$ cat config.mk
export PLATFORM = sky130hd
export DESIGN_NAME = pipeline_ctrl_flat
export DESIGN_NICKNAME = d
export VERILOG_FILES = /design/src/rtl/cpu_types_pkg.sv /design/src/rtl/pipeline_ctrl_if.sv /design/src/rtl/hazard_detect.sv /design/src/rtl/pipeline_ctrl.sv /design/src/flat_wrapper.sv
export SDC_FILE = /design/constraint.sdc
export NUM_CORES = 1
export LEC_CHECK = 0
export CAP_MARGIN = 30
export CORE_ASPECT_RATIO = 1.4
export CORE_MARGIN = 5
export CORE_UTILIZATION = 48
export DETAILED_ROUTE_END_ITERATION = 16
export MAX_ROUTING_LAYER = met4
export PLACE_DENSITY = 0.85
export SYNTH_ARGS = -nofsm -noshare
export SYNTH_HDL_FRONTEND = slang
export SYNTH_HIERARCHICAL = 1
export SYNTH_SLANG_ARGS = --single-unit
$ cat constraint.sdc
create_clock -name CLK -period 3.2 [get_ports CLK]
set_clock_uncertainty 0.05 [all_clocks]
set_input_delay 0.8 -clock CLK [delete_from_list [all_inputs] [get_ports CLK]]
set_output_delay 0.8 -clock CLK [all_outputs]
set_load 0.05 [all_outputs]
$ cat src/rtl/cpu_types_pkg.sv
// Shared pipeline control types.
// Latch control bundle, sequencer states, register field type.
package cpu_types_pkg;

  typedef logic [4:0] regbits_t;

  typedef enum logic [1:0] {
    RUN,
    DRAIN,
    HALTED
  } pipe_state_t;

  typedef struct packed {
    logic pc_en;
    logic ifid_en;
    logic ifid_flush;
    logic idex_en;
    logic idex_flush;
    logic exmem_en;
    logic exmem_flush;
    logic memwb_en;
    logic memwb_flush;
  } latch_ctl_t;

  localparam latch_ctl_t CTL_IDLE = '0;

  function automatic latch_ctl_t ctl_go();
    latch_ctl_t c;
    c          = CTL_IDLE;
    c.pc_en    = 1'b1;
    c.ifid_en  = 1'b1;
    c.idex_en  = 1'b1;
    c.exmem_en = 1'b1;
    c.memwb_en = 1'b1;
    return c;
  endfunction

endpackage

$ cat src/rtl/pipeline_ctrl_if.sv
// Hazard inputs and latch controls between datapath and sequencer.
// master = datapath side, slave = pipeline_ctrl.
interface pipeline_ctrl_if #(
  parameter int CNT_W = 16
);
  import cpu_types_pkg::*;

  logic             ihit;
  logic             dhit;
  logic             exmem_dREN;
  logic             exmem_dWEN;
  logic             idex_memread;
  regbits_t         idex_rt;
  regbits_t         ifid_rs;
  regbits_t         ifid_rt;
  logic             branch_taken;
  logic             exmem_halt;
  logic             memwb_halt;

  logic             pc_en;
  logic             ifid_en;
  logic             ifid_flush;
  logic             idex_en;
  logic             idex_flush;
  logic             exmem_en;
  logic             exmem_flush;
  logic             memwb_en;
  logic             memwb_flush;
  logic             halt;
  logic [CNT_W-1:0] stall_cnt;
  logic             dwait_err;

  modport master (
    output ihit, dhit, exmem_dREN, exmem_dWEN,
    output idex_memread, idex_rt, ifid_rs, ifid_rt,
    output branch_taken, exmem_halt, memwb_halt,
    input  pc_en, ifid_en, ifid_flush,
    input  idex_en, idex_flush,
    input  exmem_en, exmem_flush,
    input  memwb_en, memwb_flush,
    input  halt, stall_cnt, dwait_err
  );

  modport slave (
    input  ihit, dhit, exmem_dREN, exmem_dWEN,
    input  idex_memread, idex_rt, ifid_rs, ifid_rt,
    input  branch_taken, exmem_halt, memwb_halt,
    output pc_en, ifid_en, ifid_flush,
    output idex_en, idex_flush,
    output exmem_en, exmem_flush,
    output memwb_en, memwb_flush,
    output halt, stall_cnt, dwait_err
  );

endinterface

$ cat src/rtl/hazard_detect.sv
// Load-use detector: load in ID/EX feeding a source of IF/ID.
// $zero never creates a dependency.
module hazard_detect
  import cpu_types_pkg::*;
(
  input  logic     idex_memread,
  input  regbits_t idex_rt,
  input  regbits_t ifid_rs,
  input  regbits_t ifid_rt,
  output logic     load_use
);

  logic hit_rs;
  logic hit_rt;

  assign hit_rs   = (idex_rt == ifid_rs);
  assign hit_rt   = (idex_rt == ifid_rt);
  assign load_use = idex_memread
                  && (idex_rt != '0)
                  && (hit_rs || hit_rt);

endmodule

$ cat src/rtl/pipeline_ctrl.sv
// Pipeline sequencer: latch en/flush, PC enable, halt drain,
// stall statistics and dmem wait watchdog.
module pipeline_ctrl
  import cpu_types_pkg::*;
#(
  parameter int CNT_W     = 16,
  parameter int DWAIT_MAX = 64
) (
  input logic           CLK,
  input logic           nRST,
  pipeline_ctrl_if.slave pif
);

  localparam int DW_W = $clog2(DWAIT_MAX + 2);

  pipe_state_t      state;
  pipe_state_t      state_n;
  latch_ctl_t       ctl;
  logic             mem_busy;
  logic             load_use;
  logic             s_busy;
  logic             s_br;
  logic             s_lu;
  logic             s_miss;
  logic             d_lu;
  logic             wait_cyc;
  logic [CNT_W-1:0] stall_cnt;
  logic [DW_W-1:0]  dwait_cnt;
  logic [DW_W-1:0]  dwait_inc;
  logic             dwait_err;

  hazard_detect u_hazard (
    .idex_memread (pif.idex_memread),
    .idex_rt      (pif.idex_rt),
    .ifid_rs      (pif.ifid_rs),
    .ifid_rt      (pif.ifid_rt),
    .load_use     (load_use)
  );

  assign mem_busy = (pif.exmem_dREN || pif.exmem_dWEN)
                  && !pif.dhit;

  // one-hot priority selects, highest first
  assign s_busy = mem_busy;
  assign s_br   = !mem_busy && pif.branch_taken;
  assign s_lu   = !mem_busy && !pif.branch_taken
                && load_use;
  assign s_miss = !mem_busy && !pif.branch_taken
                && !load_use && !pif.ihit;
  assign d_lu   = !mem_busy && load_use;

  always_comb begin
    ctl     = CTL_IDLE;
    state_n = state;
    unique case (state)
      RUN: begin
        if (pif.exmem_halt) state_n = DRAIN;
        unique case (1'b1)
          s_busy: begin
            ctl.memwb_flush = 1'b1;
          end
          s_br: begin
            ctl.pc_en      = pif.ihit;
            ctl.ifid_flush = 1'b1;
            ctl.idex_flush = 1'b1;
            ctl.exmem_en   = 1'b1;
            ctl.memwb_en   = 1'b1;
          end
          s_lu: begin
            ctl.idex_flush = 1'b1;
            ctl.exmem_en   = 1'b1;
            ctl.memwb_en   = 1'b1;
          end
          s_miss: begin
            ctl.ifid_flush = 1'b1;
            ctl.idex_en    = 1'b1;
            ctl.exmem_en   = 1'b1;
            ctl.memwb_en   = 1'b1;
          end
          default: ctl = ctl_go();
        endcase
      end
      DRAIN: begin
        if (pif.memwb_halt) state_n = HALTED;
        ctl.ifid_flush = 1'b1;
        unique case (1'b1)
          s_busy: begin
            ctl.memwb_flush = 1'b1;
          end
          d_lu: begin
            ctl.idex_flush = 1'b1;
            ctl.exmem_en   = 1'b1;
            ctl.memwb_en   = 1'b1;
          end
          default: begin
            ctl.idex_en  = 1'b1;
            ctl.exmem_en = 1'b1;
            ctl.memwb_en = 1'b1;
          end
        endcase
      end
      HALTED: ctl = CTL_IDLE;
      default: ctl = CTL_IDLE;
    endcase
    // async reset must silence the latches immediately
    if (!nRST) ctl = CTL_IDLE;
  end

  always_ff @(posedge CLK or negedge nRST) begin
    if (!nRST) state <= RUN;
    else       state <= state_n;
  end

  always_ff @(posedge CLK or negedge nRST) begin
    if (!nRST) begin
      stall_cnt <= '0;
    end else if (state == RUN && !ctl.pc_en
                 && stall_cnt != '1) begin
      stall_cnt <= stall_cnt + 1'b1;
    end
  end

  assign wait_cyc  = mem_busy && (state != HALTED);
  assign dwait_inc = dwait_cnt + 1'b1;

  always_ff @(posedge CLK or negedge nRST) begin
    if (!nRST) begin
      dwait_cnt <= '0;
      dwait_err <= 1'b0;
    end else if (wait_cyc) begin
      if (dwait_cnt != '1) dwait_cnt <= dwait_inc;
      if (DWAIT_MAX != 0
          && dwait_inc == DW_W'(DWAIT_MAX))
        dwait_err <= 1'b1;
    end else begin
      dwait_cnt <= '0;
    end
  end

  assign pif.pc_en       = ctl.pc_en;
  assign pif.ifid_en     = ctl.ifid_en;
  assign pif.ifid_flush  = ctl.ifid_flush;
  assign pif.idex_en     = ctl.idex_en;
  assign pif.idex_flush  = ctl.idex_flush;
  assign pif.exmem_en    = ctl.exmem_en;
  assign pif.exmem_flush = ctl.exmem_flush;
  assign pif.memwb_en    = ctl.memwb_en;
  assign pif.memwb_flush = ctl.memwb_flush;
  assign pif.halt        = (state == HALTED);
  assign pif.stall_cnt   = stall_cnt;
  assign pif.dwait_err   = dwait_err;

endmodule
$ cat src/flat_wrapper.sv
// flat-port wrapper written by rule: the top's interface ports become plain ports
module pipeline_ctrl_flat import cpu_types_pkg::*;
#(
  parameter int CNT_W     = 16,
  parameter int DWAIT_MAX = 64
)
  (CLK, nRST, pif_ihit, pif_dhit, pif_exmem_dREN, pif_exmem_dWEN, pif_idex_memread, pif_idex_rt, pif_ifid_rs, pif_ifid_rt, pif_branch_taken, pif_exmem_halt, pif_memwb_halt, pif_pc_en, pif_ifid_en, pif_ifid_flush, pif_idex_en, pif_idex_flush, pif_exmem_en, pif_exmem_flush, pif_memwb_en, pif_memwb_flush, pif_halt, pif_stall_cnt, pif_dwait_err);
  pipeline_ctrl_if #(.CNT_W(CNT_W)) pif_i ();
  input logic CLK;
  input logic nRST;
  input wire logic [$bits(pif_i.ihit)-1:0] pif_ihit;
  input wire logic [$bits(pif_i.dhit)-1:0] pif_dhit;
  input wire logic [$bits(pif_i.exmem_dREN)-1:0] pif_exmem_dREN;
  input wire logic [$bits(pif_i.exmem_dWEN)-1:0] pif_exmem_dWEN;
  input wire logic [$bits(pif_i.idex_memread)-1:0] pif_idex_memread;
  input wire logic [$bits(pif_i.idex_rt)-1:0] pif_idex_rt;
  input wire logic [$bits(pif_i.ifid_rs)-1:0] pif_ifid_rs;
  input wire logic [$bits(pif_i.ifid_rt)-1:0] pif_ifid_rt;
  input wire logic [$bits(pif_i.branch_taken)-1:0] pif_branch_taken;
  input wire logic [$bits(pif_i.exmem_halt)-1:0] pif_exmem_halt;
  input wire logic [$bits(pif_i.memwb_halt)-1:0] pif_memwb_halt;
  output wire logic [$bits(pif_i.pc_en)-1:0] pif_pc_en;
  output wire logic [$bits(pif_i.ifid_en)-1:0] pif_ifid_en;
  output wire logic [$bits(pif_i.ifid_flush)-1:0] pif_ifid_flush;
  output wire logic [$bits(pif_i.idex_en)-1:0] pif_idex_en;
  output wire logic [$bits(pif_i.idex_flush)-1:0] pif_idex_flush;
  output wire logic [$bits(pif_i.exmem_en)-1:0] pif_exmem_en;
  output wire logic [$bits(pif_i.exmem_flush)-1:0] pif_exmem_flush;
  output wire logic [$bits(pif_i.memwb_en)-1:0] pif_memwb_en;
  output wire logic [$bits(pif_i.memwb_flush)-1:0] pif_memwb_flush;
  output wire logic [$bits(pif_i.halt)-1:0] pif_halt;
  output wire logic [$bits(pif_i.stall_cnt)-1:0] pif_stall_cnt;
  output wire logic [$bits(pif_i.dwait_err)-1:0] pif_dwait_err;
  assign pif_i.ihit = pif_ihit;
  assign pif_i.dhit = pif_dhit;
  assign pif_i.exmem_dREN = pif_exmem_dREN;
  assign pif_i.exmem_dWEN = pif_exmem_dWEN;
  assign pif_i.idex_memread = pif_idex_memread;
  assign pif_i.idex_rt = pif_idex_rt;
  assign pif_i.ifid_rs = pif_ifid_rs;
  assign pif_i.ifid_rt = pif_ifid_rt;
  assign pif_i.branch_taken = pif_branch_taken;
  assign pif_i.exmem_halt = pif_exmem_halt;
  assign pif_i.memwb_halt = pif_memwb_halt;
  assign pif_pc_en = pif_i.pc_en;
  assign pif_ifid_en = pif_i.ifid_en;
  assign pif_ifid_flush = pif_i.ifid_flush;
  assign pif_idex_en = pif_i.idex_en;
  assign pif_idex_flush = pif_i.idex_flush;
  assign pif_exmem_en = pif_i.exmem_en;
  assign pif_exmem_flush = pif_i.exmem_flush;
  assign pif_memwb_en = pif_i.memwb_en;
  assign pif_memwb_flush = pif_i.memwb_flush;
  assign pif_halt = pif_i.halt;
  assign pif_stall_cnt = pif_i.stall_cnt;
  assign pif_dwait_err = pif_i.dwait_err;
  pipeline_ctrl #(.CNT_W(CNT_W), .DWAIT_MAX(DWAIT_MAX)) u_core (.CLK(CLK), .nRST(nRST), .pif(pif_i));
endmodule
==> results.ini <==
[run_status]
outcome=finished, violations left
violations=setup timing

[floorplan]
die_area_sq_um=4240
initial_utilization_pct=50.4
pin_count=52
core_sq_um=2880
die_w_microns=56.5
placementRows=23
chipHeight_microns=75.1

[route]
dr_wl_met3_microns=227
wl_met1_microns=1710
antenna_left=0
wire_per_inst_microns=16.2
dr.first_iter.drc_count=60
wl_met2_microns=2020
vias=1348
drt-vias-per-instance=5.41
first_pass_iters=4
remaining_drc_errors=0
routed_wl_microns=4040
top_layer=met4

[synth]
synth-edff-count=0
yosys_most_used_dff=dfrtp_1
ys_seq_elements=26
syn_area_per_cell_sq_um=9.68
async_flop_share_pct=100
seq_area_frac_synth_pct=44.8
synth_area_sq_um=1450
synth.distinct_cells=34
netlist_instances=150
synthesis.nets=177
yosysWarnings=6

[timing]
fin_crit_sh_pct=101
slew_headroom_pct=53.8
grt_setup_unrepaired=true
fmax_ghz=0.309
hold_violations=0
tightest_slew_ps=686
maxSlewViolCount=0
setup_viol=2
period_minus_slack_ps=3240
holdWs_ps=438
setup_slack_ps=-36.5

[grt]
grt_usage_pct=21.3
first_global_vias=1458
overflow=0
grt_antenna_before_repair=0
grt_pass1_wl_microns=6860
grt_start_max_net_pins=27

[cells_and_area]
area.growth.synth_to_final_pct=55.8
layout.nets=240
final_cells=249
fillers=191
antenna_cells=0
drive_above_1_share_pct=18.4

[clock_tree]
cts_hold_buf=0
cts_tree=done
root_buffer=clkbuf_8
clk_latency_ps=270
cts_max_level=1
clockBufferDepth=2
numCtsBuffers=3
cts_num_sinks=26
clk_pin_slew_ps=80

[hold_path]
hold_class=flip-flop to flip-flop

[placement]
gp_congestion=0.967
dp.cells=243
port_buffers=50
post-dp-hpwl_microns=3010

[flow_run]
max_cap_violations=0

[setup_path]
crit_path_start_kind=primary input
criticalPathCategory=primary input to primary output
arrival_ps=2390
cp_max_fo=5
crit_path_end_kind=primary output
required_ps=2350

[power_and_ir_drop]
powerDensity_nw_per_um2=406
leakage_nw=0.977
ir_worst_vdd_v=0.000447

[Yosys cell counts (2+ instances only)]
| cell | count | area [sq um] |
|---|---|---|
| o21bai_1 | 2 | 15.0 |
| o31a_1 | 2 | 17.5 |
| nand3_1 | 11 | 55.1 |
| ha_1 | 2 | 25.0 |
| a21oi_1 | 7 | 35.0 |
| and4_1 | 2 | 17.5 |
| o21ai_0 | 2 | 10.0 |
| xor2_1 | 13 | 114 |
| nor2b_1 | 2 | 12.5 |
| nor4_1 | 2 | 12.5 |
| nand2_1 | 15 | 56.3 |
| nor2_1 | 14 | 52.6 |
| nand4_1 | 2 | 12.5 |
| and3_1 | 4 | 25.0 |
| a31oi_1 | 2 | 12.5 |
| xnor2_1 | 16 | 140 |
| inv_1 | 2 | 7.51 |
| dfrtp_1 | 26 | 651 |
| nor3_1 | 9 | 45.0 |
[routing by layer]
layer	GRT usage (%)	vias up
met1	25.4	640
met5	-	-
met3	4.46	7
met2	35.0	54
li1	-	647
met4	9.23	0
[placed cells by master (no fill, tap or decap), types with 3 or more instances in the layout]
cell	n
and3_1	4
nor3_1	7
nand2_1	15
nand3_1	11
clkdlybuf4s50_1	31
buf_4	9
xor2_1	13
buf_12	8
a21oi_1	6
xnor2_1	16
dlygate4sd2_1	7
nor2_1	13
dfrtp_1	26
clkbuf_8	3
[logic make-up (layout without fill, tap and decap cells)]
logic type,count (synthesis),in the layout,share of synthesized area [%]
compound gates,22,22,10.9
fa+ha+maj,2,2,1.72
simple gates,66,66,22.9
flops,26,26,44.8
mux,1,1,0.776
xor+xnor,29,29,17.5
other cells,1,1,0.258
buf+inv,3,65,1.03
[repair_timing]
item                       in CTS  in global routing
setup endpoints to repair       9                  4
pin swaps                       9                  6
resized for setup              27                  1
buffers inserted                0                  2
[power breakdown]
part	switching, W	internal (W)
clock	0.000102	0.000168
combinational	0.000158	0.000101
sequential	0.0000358	0.000355
[metrics by stage]
step	total power, W	setup slack, ps	setup TNS, ps	util (%)	area [sq um]
after floorplan	0.000541	-175	-330	-	1470
after global placement	0.000645	-278	-2650	74.5	2140
after detailed placement	0.000653	-382	-5220	74.5	2140
after CTS	0.000925	17.1	0	77.9	2240
after global routing	0.000964	-98.4	-171	78.6	2260
final	0.000919	-36.5	-55.8	78.6	2260
[state kept, by name, summed over array words and instances, names as in the netlist]
signal	cells
u_core/pif.dwait_err	1
u_core/dwait_cnt	7
u_core/pif.stall_cnt	16
u_core/state	2
[worst max-delay path: stages]
cell and delay [ps]:
clkdlybuf4s50_1 480, xnor2_1 140, nand3_1 180, a21oi_4 270
nor2b_1 270, nor3_2 80, buf_12 150
[final timing paths]
path | start | cells after the start | slack [ps] | to
worst max-delay path | pif_ifid_rs[3] | 7 | -40 | pif_pc_en
worst min-delay path | u_core/state[1] | 1 | 440 | u_core/state[1]
worst max register to register | u_core/pif.stall_cnt[0] | 6 | 1200 | u_core/pif.stall_cnt[9]
worst min register to register | u_core/state[1] | 1 | 440 | u_core/state[1]
max in group asynchronous | nRST | 2 | 1920 | u_core/pif.stall_cnt[11]
min in group asynchronous | nRST | 2 | 940 | u_core/pif.stall_cnt[7]
[final cells by class]
| cell class | count | area [sq um] | share of cell area, % |
|---|---|---|---|
| multi-input cells | 121 | 855 | 37.8 |
| flip-flops and latches | 26 | 651 | 28.8 |
| repair buffers | 59 | 631 | 27.9 |
| well taps | 37 | 46.3 | 2.05 |
| clock buffers | 3 | 41.3 | 1.83 |
| clock inverters | 1 | 30.0 | 1.33 |
| inverters | 2 | 7.51 | 0.332 |
Note: power is estimated with default switching activity, not from simulation.
